File: src/rtl/uart_tx_engine.sv
// UART transmitter: frames one DBIT-wide word per request (start, data LSB first,
// optional parity, stop) with bit timing driven by a 16x oversampling tick.
module uart_tx_engine #(
    parameter int unsigned DBIT    = 8,
    parameter int unsigned SB_TICK = 16,
    parameter int unsigned PARITY  = 0
) (
    input  logic            clk,
    input  logic            reset_n,
    input  logic            s_tick,
    input  logic            tx_start,
    input  logic [DBIT-1:0] tx_din,
    output logic            tx,
    output logic            tx_busy,
    output logic            tx_done_tick
);

    localparam int unsigned TW = 5;
    localparam int unsigned BW = (DBIT > 1) ? $clog2(DBIT) : 1;

    typedef enum logic [2:0] {
        S_IDLE   = 3'd0,
        S_START  = 3'd1,
        S_DATA   = 3'd2,
        S_PARITY = 3'd3,
        S_STOP   = 3'd4
    } state_t;

    state_t          r_state;
    logic [TW-1:0]   r_tick;
    logic [BW-1:0]   r_bit;
    logic [DBIT-1:0] r_shift;
    logic            r_par;
    logic            r_tx;
    logic            r_busy;
    logic            r_done;

    state_t          w_state_nxt;
    logic [TW-1:0]   w_tick_nxt;
    logic [BW-1:0]   w_bit_nxt;
    logic [DBIT-1:0] w_shift_nxt;
    logic            w_par_nxt;
    logic            w_tx_nxt;
    logic            w_done_nxt;

    // State and datapath registers; outputs are registered from next-state values
    always_ff @(posedge clk or negedge reset_n) begin
        if (!reset_n) begin
            r_state <= S_IDLE;
            r_tick  <= '0;
            r_bit   <= '0;
            r_shift <= '0;
            r_par   <= 1'b0;
            r_tx    <= 1'b1;
            r_busy  <= 1'b0;
            r_done  <= 1'b0;
        end else begin
            r_state <= w_state_nxt;
            r_tick  <= w_tick_nxt;
            r_bit   <= w_bit_nxt;
            r_shift <= w_shift_nxt;
            r_par   <= w_par_nxt;
            r_tx    <= w_tx_nxt;
            r_busy  <= (w_state_nxt != S_IDLE);
            r_done  <= w_done_nxt;
        end
    end

    // Next-state logic; every state clears the tick counter on exit
    always_comb begin
        w_state_nxt = r_state;
        w_tick_nxt  = r_tick;
        w_bit_nxt   = r_bit;
        w_shift_nxt = r_shift;
        w_par_nxt   = r_par;
        w_done_nxt  = 1'b0;
        case (r_state)
            S_IDLE: begin
                if (tx_start) begin
                    w_shift_nxt = tx_din;
                    w_par_nxt   = ^tx_din;
                    w_tick_nxt  = '0;
                    w_state_nxt = S_START;
                end
            end
            S_START: begin
                if (s_tick) begin
                    if (r_tick == TW'(15)) begin
                        w_tick_nxt  = '0;
                        w_bit_nxt   = '0;
                        w_state_nxt = S_DATA;
                    end else begin
                        w_tick_nxt = r_tick + TW'(1);
                    end
                end
            end
            S_DATA: begin
                if (s_tick) begin
                    if (r_tick == TW'(15)) begin
                        w_tick_nxt  = '0;
                        w_shift_nxt = r_shift >> 1;
                        if (r_bit == BW'(DBIT - 1)) begin
                            w_state_nxt = (PARITY != 0) ? S_PARITY : S_STOP;
                        end else begin
                            w_bit_nxt = r_bit + BW'(1);
                        end
                    end else begin
                        w_tick_nxt = r_tick + TW'(1);
                    end
                end
            end
            S_PARITY: begin
                if (s_tick) begin
                    if (r_tick == TW'(15)) begin
                        w_tick_nxt  = '0;
                        w_state_nxt = S_STOP;
                    end else begin
                        w_tick_nxt = r_tick + TW'(1);
                    end
                end
            end
            S_STOP: begin
                if (s_tick) begin
                    if (r_tick == TW'(SB_TICK - 1)) begin
                        w_tick_nxt  = '0;
                        w_done_nxt  = 1'b1;
                        w_state_nxt = S_IDLE;
                    end else begin
                        w_tick_nxt = r_tick + TW'(1);
                    end
                end
            end
            default: begin
                w_tick_nxt  = '0;
                w_state_nxt = S_IDLE;
            end
        endcase
    end

    // Line level for the state being entered
    always_comb begin
        w_tx_nxt = 1'b1;
        case (w_state_nxt)
            S_START:  w_tx_nxt = 1'b0;
            S_DATA:   w_tx_nxt = w_shift_nxt[0];
            S_PARITY: w_tx_nxt = w_par_nxt ^ 1'(PARITY == 2);
            default:  w_tx_nxt = 1'b1;
        endcase
    end

    assign tx           = r_tx;
    assign tx_busy      = r_busy;
    assign tx_done_tick = r_done;

endmodule
File: config.mk
export PLATFORM = sky130hd
export DESIGN_NAME = uart_tx_engine
export DESIGN_NICKNAME = d
export VERILOG_FILES = /design/src/rtl/uart_tx_engine.sv
export SDC_FILE = /design/constraint.sdc
export NUM_CORES = 1
export LEC_CHECK = 0
export CORE_ASPECT_RATIO = 0.9
export CORE_MARGIN = 2
export CORE_UTILIZATION = 35
export DETAILED_ROUTE_END_ITERATION = 8
export SYNTH_ARGS = -nofsm -noshare
export SYNTH_HDL_FRONTEND = slang
export SYNTH_SLANG_ARGS = --single-unit
File: constraint.sdc
create_clock -name clk -period 2.33 [get_ports clk]
set_input_delay 0.699 -clock clk [delete_from_list [all_inputs] [get_ports clk]]
set_output_delay 0.699 -clock clk [all_outputs]
set_load 0.03 [all_outputs]
==> Word level (Yosys, flattened, before mapping) <==
Cells that the tools add are included.
{ "op_classes": {"reduce_logical": 9, "eq_ne": 16, "muxes": 31, "addsub": 2} }
{ "ops": {"columns": ["operator", "count"], "rows": [
  ["3-bit two-way mux", 15],
  ["8-bit two-way mux", 3],
  ["8-bit case mux with 2 select lines", 1],
  ["5-bit two-way mux", 3],
  ["3-bit case mux with 5 select lines", 1],
  ["3-bit by 2-bit == test with 1-bit output (second input constant)", 4],
  ["2-bit != test (second input constant)", 6],
  ["5-bit case mux with 2 select lines", 1],
  ["8-bit parity", 1],
  ["3-bit by 1-bit == test with 1-bit output (second input constant)", 2],
  ["3-bit == test (second input constant)", 2],
  ["3-bit case mux with 2 select lines", 1],
  ["6-bit AND reduction", 1],
  ["5-bit by 1-bit adder with 5-bit output (second input constant)", 1],
  ["5-bit by 4-bit == test with 1-bit output (second input constant)", 1],
  ["1-bit two-way mux", 5],
  ["4-bit AND reduction", 1],
  ["2-bit nonzero test", 2],
  ["4-bit OR reduction", 1],
  ["3-bit by 1-bit adder with 3-bit output (second input constant)", 1],
  ["3-bit zero test", 1],
  ["1-bit case mux with 3 select lines", 1],
  ["3-bit nonzero test", 1],
  ["2-bit by 1-bit != test with 1-bit output (second input constant)", 1],
  ["2-bit AND reduction", 1]
]} }
{ "word_totals": {"in_bits": 12, "regBits": 23, "output_inout_bits": 3, "word_cells": 67} }

==> Longest topological paths before layout <==
Gate-level depths: netlist of the first run.
{ "depth": {"word_depth": 7, "ltp_mapped": 6, "depth_no_buf": 6} }

==> Worst setup path before layout of the first run <==
Ideal clock, no wire load.
{ "synth_path": {"path_kind": "register -> register", "startpoint": "register r_bit[0]", "endpoint": "register r_bit[0]", "path_slack_ns": 0.477, "t_required_ns": 2.205, "setup_time_ns": 0.125, "n_path_buf": 0, "period_less_slack_ns": 1.853, "arrival_time_ns": 1.728, "stages_incl_launch_ff": 6, "cell_sequence": "dfrtp_1 > ha_1 > ha_1 > or3b_1 > a211o_1 > mux2_4"} }
{ "synth_between": {"elab_chain_cells": 5, "elab_cells_between_ends": 8, "classes_between": "add/sub (1); eq/ne (2); mux (4); reduce/logical (1)"} }
{ "synth_lines": {"columns": ["item", "line_no", "source"], "rows": [
  ["from (decl)", "31", "logic [BW-1:0] r_bit;"],
  ["from (signal assigned)", "60", "r_bit <= w_bit_nxt;"],
  ["3-bit by 1-bit adder with 3-bit output", "105", "w_bit_nxt = r_bit + BW'(1);"],
  ["3-bit two-way mux", "102", "if (r_bit == BW'(DBIT - 1)) begin"],
  ["3-bit two-way mux", "99", "if (r_tick == TW'(15)) begin"],
  ["3-bit two-way mux", "98", "if (s_tick) begin"],
  ["3-bit case mux with 2 select lines", "77", "case (r_state)"]
]} }
Several ways; a longest one is shown, not always the timed one. The select of a mux whose other input is x is not followed.
A chain may end at the register's enable or synchronous reset.

==> Final worst setup path of the first run <==
{ "layout_path": {"startpoint": "register r_tx, in the netlist tx", "endpoint": "output tx"} }
{ "layout_rtl": {"columns": ["item", "line_no", "source"], "rows": [
  ["from (decl)", "34", "logic r_tx;"],
  ["from (signal assigned)", "63", "r_tx <= w_tx_nxt;"],
  ["to (decl)", "13", "output logic tx,"]
]} }
No word-level cell between the ends.

==> results of run 1 <==
==> flip-flops by register name, indices dropped and copies added (netlist names) <==
name,cells
r_state,3
tx_busy,1
r_tick,5
tx,1
r_bit,3
r_shift,8
tx_done_tick,1
r_par,1
==> cells by family (layout without fill, tap and decap cells) <==
| logic type | after synthesis | count (layout) |
|---|---|---|
| buffers and inverters | 12 | 29 |
| xor gates and xnor gates | 7 | 7 |
| DFF | 23 | 23 |
| and+or+nand+nor | 47 | 47 |
| adders and majority gates | 3 | 3 |
| muxes | 7 | 7 |
| AOI/OAI and AO/OA | 24 | 24 |
==> layer usage <==
layer / track usage [%] / up-vias / part of all wire [%]
met5: 0 / - / 0
met4: 5.14 / 0 / 1.3
met3: 2.74 / 5 / 3.0
met2: 22.2 / 16 / 46
met1: 17.3 / 450 / 50
li1: - / 475 / -
==> worst register-to-register path: stages (launching register included) <==
cell and delay (ns):
dfrtp_1 0.41, ha_1 0.21, ha_1 0.20, or3b_1 0.35
a211o_1 0.37, mux2_4 0.31
==> synth_stat cells, types with 2 or more instances <==
cell,instances,area [um^2]
a21o_1,2,15.0
a221o_1,6,60.1
nand2b_1,3,18.8
nand2_1,8,30.0
buf_6,2,22.5
ha_1,3,37.5
mux2i_1,5,50.1
a21oi_1,4,20.0
nand3_1,4,20.0
o21ai_0,3,15.0
xnor2_1,7,61.3
nor4_1,2,12.5
nor3_1,2,10.0
dfrtp_1,22,551
nor2b_1,3,18.8
and2_1,6,37.5
buf_2,2,10.0
inv_1,7,26.3
nor2_1,10,37.5
==> worst max-delay path by stage <==
stage              from       end  slack [ns]  cells after the start
6_report             tx        tx        0.17                      1
4_1_cts              tx        tx        0.15                      1
2_1_floorplan  r_bit[0]  r_bit[0]        0.48                      5
3_5_place_dp     s_tick        tx        0.04                      5
3_3_place_gp     s_tick        tx        0.10                      5
5_1_grt          s_tick        tx        0.13                      5
==> through the flow <==
step / std cells / utilization, % / hold slack [ns]
2_1_floorplan: 123 / - / 0.403
3_3_place_gp: 180 / 42.9 / 0.499
3_5_place_dp: 180 / 42.9 / 0.504
4_1_cts: 184 / 44.3 / 0.517
5_1_grt: 184 / 44.3 / 0.540
6_report: 184 / 44.3 / 0.518
==> cell type report <==
cell class / instances / area, um^2
fill: 332 / 1920
timing repair buffer: 18 / 170
inverter: 7 / 26.3
clock buffer: 3 / 41.3
clock inverter: 1 / 5.00
multi-input combinational: 88 / 654
sequential: 23 / 577
tap: 44 / 55.1
==> power groups by stage <==
| stage | sequential (mW) | clock [mW] | combinational, mW |
|---|---|---|---|
| floorplan | 0.676 | 0 | 0.501 |
| global placement | 0.708 | 0 | 0.595 |
| detailed placement | 0.707 | 0 | 0.615 |
| CTS | 0.703 | 0.261 | 0.617 |
| global route | 0.732 | 0.271 | 0.688 |
| finish | 0.705 | 0.251 | 0.610 |
==> results.toml, run 1 <==
[drt]
avgRoutedWirePerCell_um = 13.1
drc = 0
via_per_inst = 5.14
dr.pass1.iters = 2
postRouteAntennaNets = 0
routed_wl_mm = 2.41
drt_iter0_drc = 37
num_vias = 946

[clock_tree]
clkTransAtPathRegs_ns = 0.08
post_cts_buffers = 0
cts_buffer_depth = 2
htree_levels = 1
numCtsBuffers = 3
insertion_delay_ns = 0.27
clock_sinks = 23
cts_hold_buf = 0
cts_resized = 0
root_buffer = "clkbuf_8"
cts_tree = "built"

[floorplan]
die-area_um2 = 4200
io_pins = 15
num_rows = 20
die_w_um = 68.1
start_util_pct = 37.5
core_area_um2 = 3450
die_h_um = 61.7

[setup_path]
path_class = "reg -> out"
rr_startpoint = "r_bit[0]"
path_cells = "clkdlybuf4s50_1"
crit_required_ns = 1.63
endpoint_kind = "output pin"
r2r_cells = 5
crit_path_max_incr_delay_ns = 0.67
crit_family = "buffers and inverters"
path_buf_inv = 1
slowest_stage = "clkdlybuf4s50_1"
cp.arrival_ns = 1.46
reg2reg_slack_ns = 0.37
r2r_end = "r_bit[0]"
crit_path_max_fanout = 1
cp-start-kind = "register"

[global_routing]
grt_pass1_wl_mm = 4.16
track_usage_pct = 13.4
antenna_found_initial = 0
grt_pass1_vias = 960
grt_overflow = 0
grt_max_degree = 24

[cells_and_area]
antenna_cells = 0
area_growth_pct = 18.2
layout_common_cells = "dfrtp_1 (22), clkdlybuf4s50_1 (14), nor2_1 (10)"
drive_gt1_share_pct = 10.7
nets = 156
final_common_cell = "dfrtp_1"
final_area_um2 = 1530

[place]
preCtsSetupSlack_ns = 0.0410
placed_area_um2 = 1480
port_buffers = 14
gp_congestion = 0.780
hpwl_mm = 1.80

[min_path]
hold_path_class = "reg -> reg"
hold_path_end = "r_shift[6]"
hp-start = "r_shift[7]"
hold_path_depth = 1

[synthesis]
avgSynthCellArea_um2 = 10.5
seq_area_frac_synth_pct = 44.6
yosys.area_share.simple_pct = 22.4
yosys.area_share.xor_xnor_pct = 4.74
synth-main-ff-cell = "dfrtp_1"
ys_types = 41
netlist_instances = 123
synth_top_family_by_area = "simple AND/OR/NAND/NOR gates"
ys_async_sr_fraction_pct = 100
synth_fa_ha_area_share_pct = 2.90
postSynthNetCount = 138
synth-compound-area-share_pct = 14.4
syn_area_um2 = 1290
muxShareOfSynthArea_pct = 6.09
synth_edf_count = 0
ys_ff_latch = 23
ys_warn_count = 0

[pwr]
combPwrFrac_pct = 39.0
p_per_area_nw_per_um2 = 1020
p_int_mw = 0.989
ir_drop_uv = 330
p_leak_nw = 0.686
switching_share_pct = 36.9
power.total_mw = 1.57
clkPwrFrac_pct = 16.0
power.share.sequential_pct = 45.0
p_sw_mw = 0.577

[sta]
fin_ws_ns = 0.171
max_slew_margin_pct = 71.2
hold_viol = 0
setup_violations = 0
fin_skew_ns = 0.00240
maxSlewViolCount = 0
period_share_pct = 92.7
min_period_ns = 2.16
rsz0062_at_grt = "no"
max_freq_mhz = 463
worst_pin_slew_ns = 0.428
tns_ns = 0

[outcome]
status = "finished clean"

[flow_run]
drv_cap = 0
Power figures use the tool's default switching activity.
==> run 2, diff against run 1 <==
--- a/config.mk
+++ b/config.mk
@@ -9,6 +9,7 @@
 export CORE_MARGIN = 2
 export CORE_UTILIZATION = 35
 export DETAILED_ROUTE_END_ITERATION = 8
+export PLACE_DENSITY = 0.63
 export SYNTH_ARGS = -nofsm -noshare
 export SYNTH_HDL_FRONTEND = slang
 export SYNTH_SLANG_ARGS = --single-unit
==> run 2 against run 1 <==
Compared with the run above: clock skew about the same; via count down 1.1%; setup slack better by 0.017 ns; register-to-register slack better by 0.02 ns; routed wire length down 4.6%; die area unchanged; largest power group unchanged; clock power down 4%.
==> results.toml, run 2 (synthesis results as in run 1) <==
[sta]
fin_skew_ns = 0.00222
maxSlewViolCount = 0
setup_violations = 0
period_share_pct = 91.9
max_freq_mhz = 467
rsz0062_at_grt = "no"
worst_pin_slew_ns = 0.430
hold_viol = 0
tns_ns = 0
max_slew_margin_pct = 71.4
min_period_ns = 2.14
fin_ws_ns = 0.188

[flow_run]
drv_cap = 0

[global_routing]
grt_pass1_wl_mm = 4.02
track_usage_pct = 13.2
grt_overflow = 0
antenna_found_initial = 0
grt_pass1_vias = 960
grt_max_degree = 24

[clock_tree]
htree_levels = 1
clock_sinks = 23
post_cts_buffers = 0
cts_buffer_depth = 2
cts_tree = "built"
clkTransAtPathRegs_ns = 0.08
numCtsBuffers = 3
insertion_delay_ns = 0.26
cts_hold_buf = 0
cts_resized = 0
root_buffer = "clkbuf_8"

[floorplan]
die_h_um = 61.7
die_w_um = 68.1
num_rows = 20
die-area_um2 = 4200
start_util_pct = 37.5
core_area_um2 = 3450
io_pins = 15

[place]
placed_area_um2 = 1480
port_buffers = 14
hpwl_mm = 1.77
preCtsSetupSlack_ns = 0.0739
gp_congestion = 0.808

[setup_path]
crit_family = "buffers and inverters"
r2r_cells = 5
cp.depth = 1
crit_path_max_fanout = 1
path_class = "reg -> out"
r2r_end = "r_bit[0]"
cp.arrival_ns = 1.44
path_buf_inv = 1
path_cells = "clkdlybuf4s50_1"
critPathLaunch = "tx"
endpoint_kind = "output pin"
crit_path_max_incr_delay_ns = 0.66
reg2reg_slack_ns = 0.39
slowest_stage = "clkdlybuf4s50_1"
cp-start-kind = "register"
rr_startpoint = "r_bit[0]"
crit_required_ns = 1.63
endpoint = "tx"

[drt]
via_per_inst = 5.09
num_vias = 936
routed_wl_mm = 2.30
drc = 0
avgRoutedWirePerCell_um = 12.5
postRouteAntennaNets = 0
drt_iter0_drc = 47
dr.pass1.iters = 4

[cells_and_area]
reg_top3 = "r_shift: 8 flops, r_tick: 5 flops"
multi_input_area_um2 = 654
top_register = "r_shift"
area_growth_pct = 18.2
regArea_um2 = 577
nets = 156
antenna_cells = 0
drive_gt1_share_pct = 10.7
layout_common_cells = "dfrtp_1 (22), clkdlybuf4s50_1 (14), nor2_1 (10)"
final_common_cell = "dfrtp_1"
final_area_um2 = 1530
largest_reg_flops = 8
post-route-util_pct = 44.3
fill_cells = 326

[pwr]
p_leak_nw = 0.686
p_per_area_nw_per_um2 = 1020
power.total_mw = 1.55
ir_drop_uv = 330

[min_path]
hold_path_class = "reg -> reg"

[outcome]
status = "finished clean"
-- run 2: cell counts in the layout (fill, tap and decap cells not counted) --
No cell type changed its count.
-- run 2: worst min-delay path by stage --
stage,cells past startpoint,slack (ns),start,endpoint
after floorplan,0,0.40,reset_n,r_bit[0]
after global placement,1,0.50,r_tick[0],r_tick[0]
after detailed placement,1,0.50,r_shift[3],r_shift[2]
after CTS,1,0.52,r_tick[0],r_tick[0]
after global routing,1,0.53,r_tick[0],r_tick[0]
final,1,0.51,r_tick[0],r_tick[0]
-- run 2: power by group --
group,internal (mW),switching (mW),total [mW],leakage [nW]
Sequential,0.562,0.144,0.706,0.278
Clock,0.119,0.122,0.242,0.0255
Combinational,0.308,0.298,0.606,0.383
Total,0.989,0.565,1.55,0.686
-- run 2: final cells by class --
class                      instances  area share (%)
tap                               44            3.60
inverter                           7            1.72
clock inverter                     1           0.327
multi-input combinational         88            42.8
sequential                        23            37.7
timing repair buffer              18            11.1
clock buffer                       3            2.70
-- run 2: metal layers --
layer | vias to the layer above | routed length, um | track usage (%)
met1 | 438 | 1100 | 16.2
met3 | 5 | 94 | 3.29
met5 | - | 0 | 0
met4 | 0 | 37 | 5.14
met2 | 18 | 1070 | 22.3
li1 | 475 | - | -
-- run 2: through the flow --
stage	hold slack (ns)	cells
global route	0.533	184
CTS	0.521	184
finish	0.513	184
floorplan	0.403	123
detailed placement	0.501	180
global placement	0.496	180
==> run 3, diff against run 2 <==
--- a/config.mk
+++ b/config.mk
@@ -5,6 +5,7 @@
 export SDC_FILE = /design/constraint.sdc
 export NUM_CORES = 1
 export LEC_CHECK = 0
+export CAP_MARGIN = 20
 export CORE_ASPECT_RATIO = 0.9
 export CORE_MARGIN = 2
 export CORE_UTILIZATION = 35
==> results of run 3 <==
The final DEF is identical to that of run 2; final timing and power are the same.
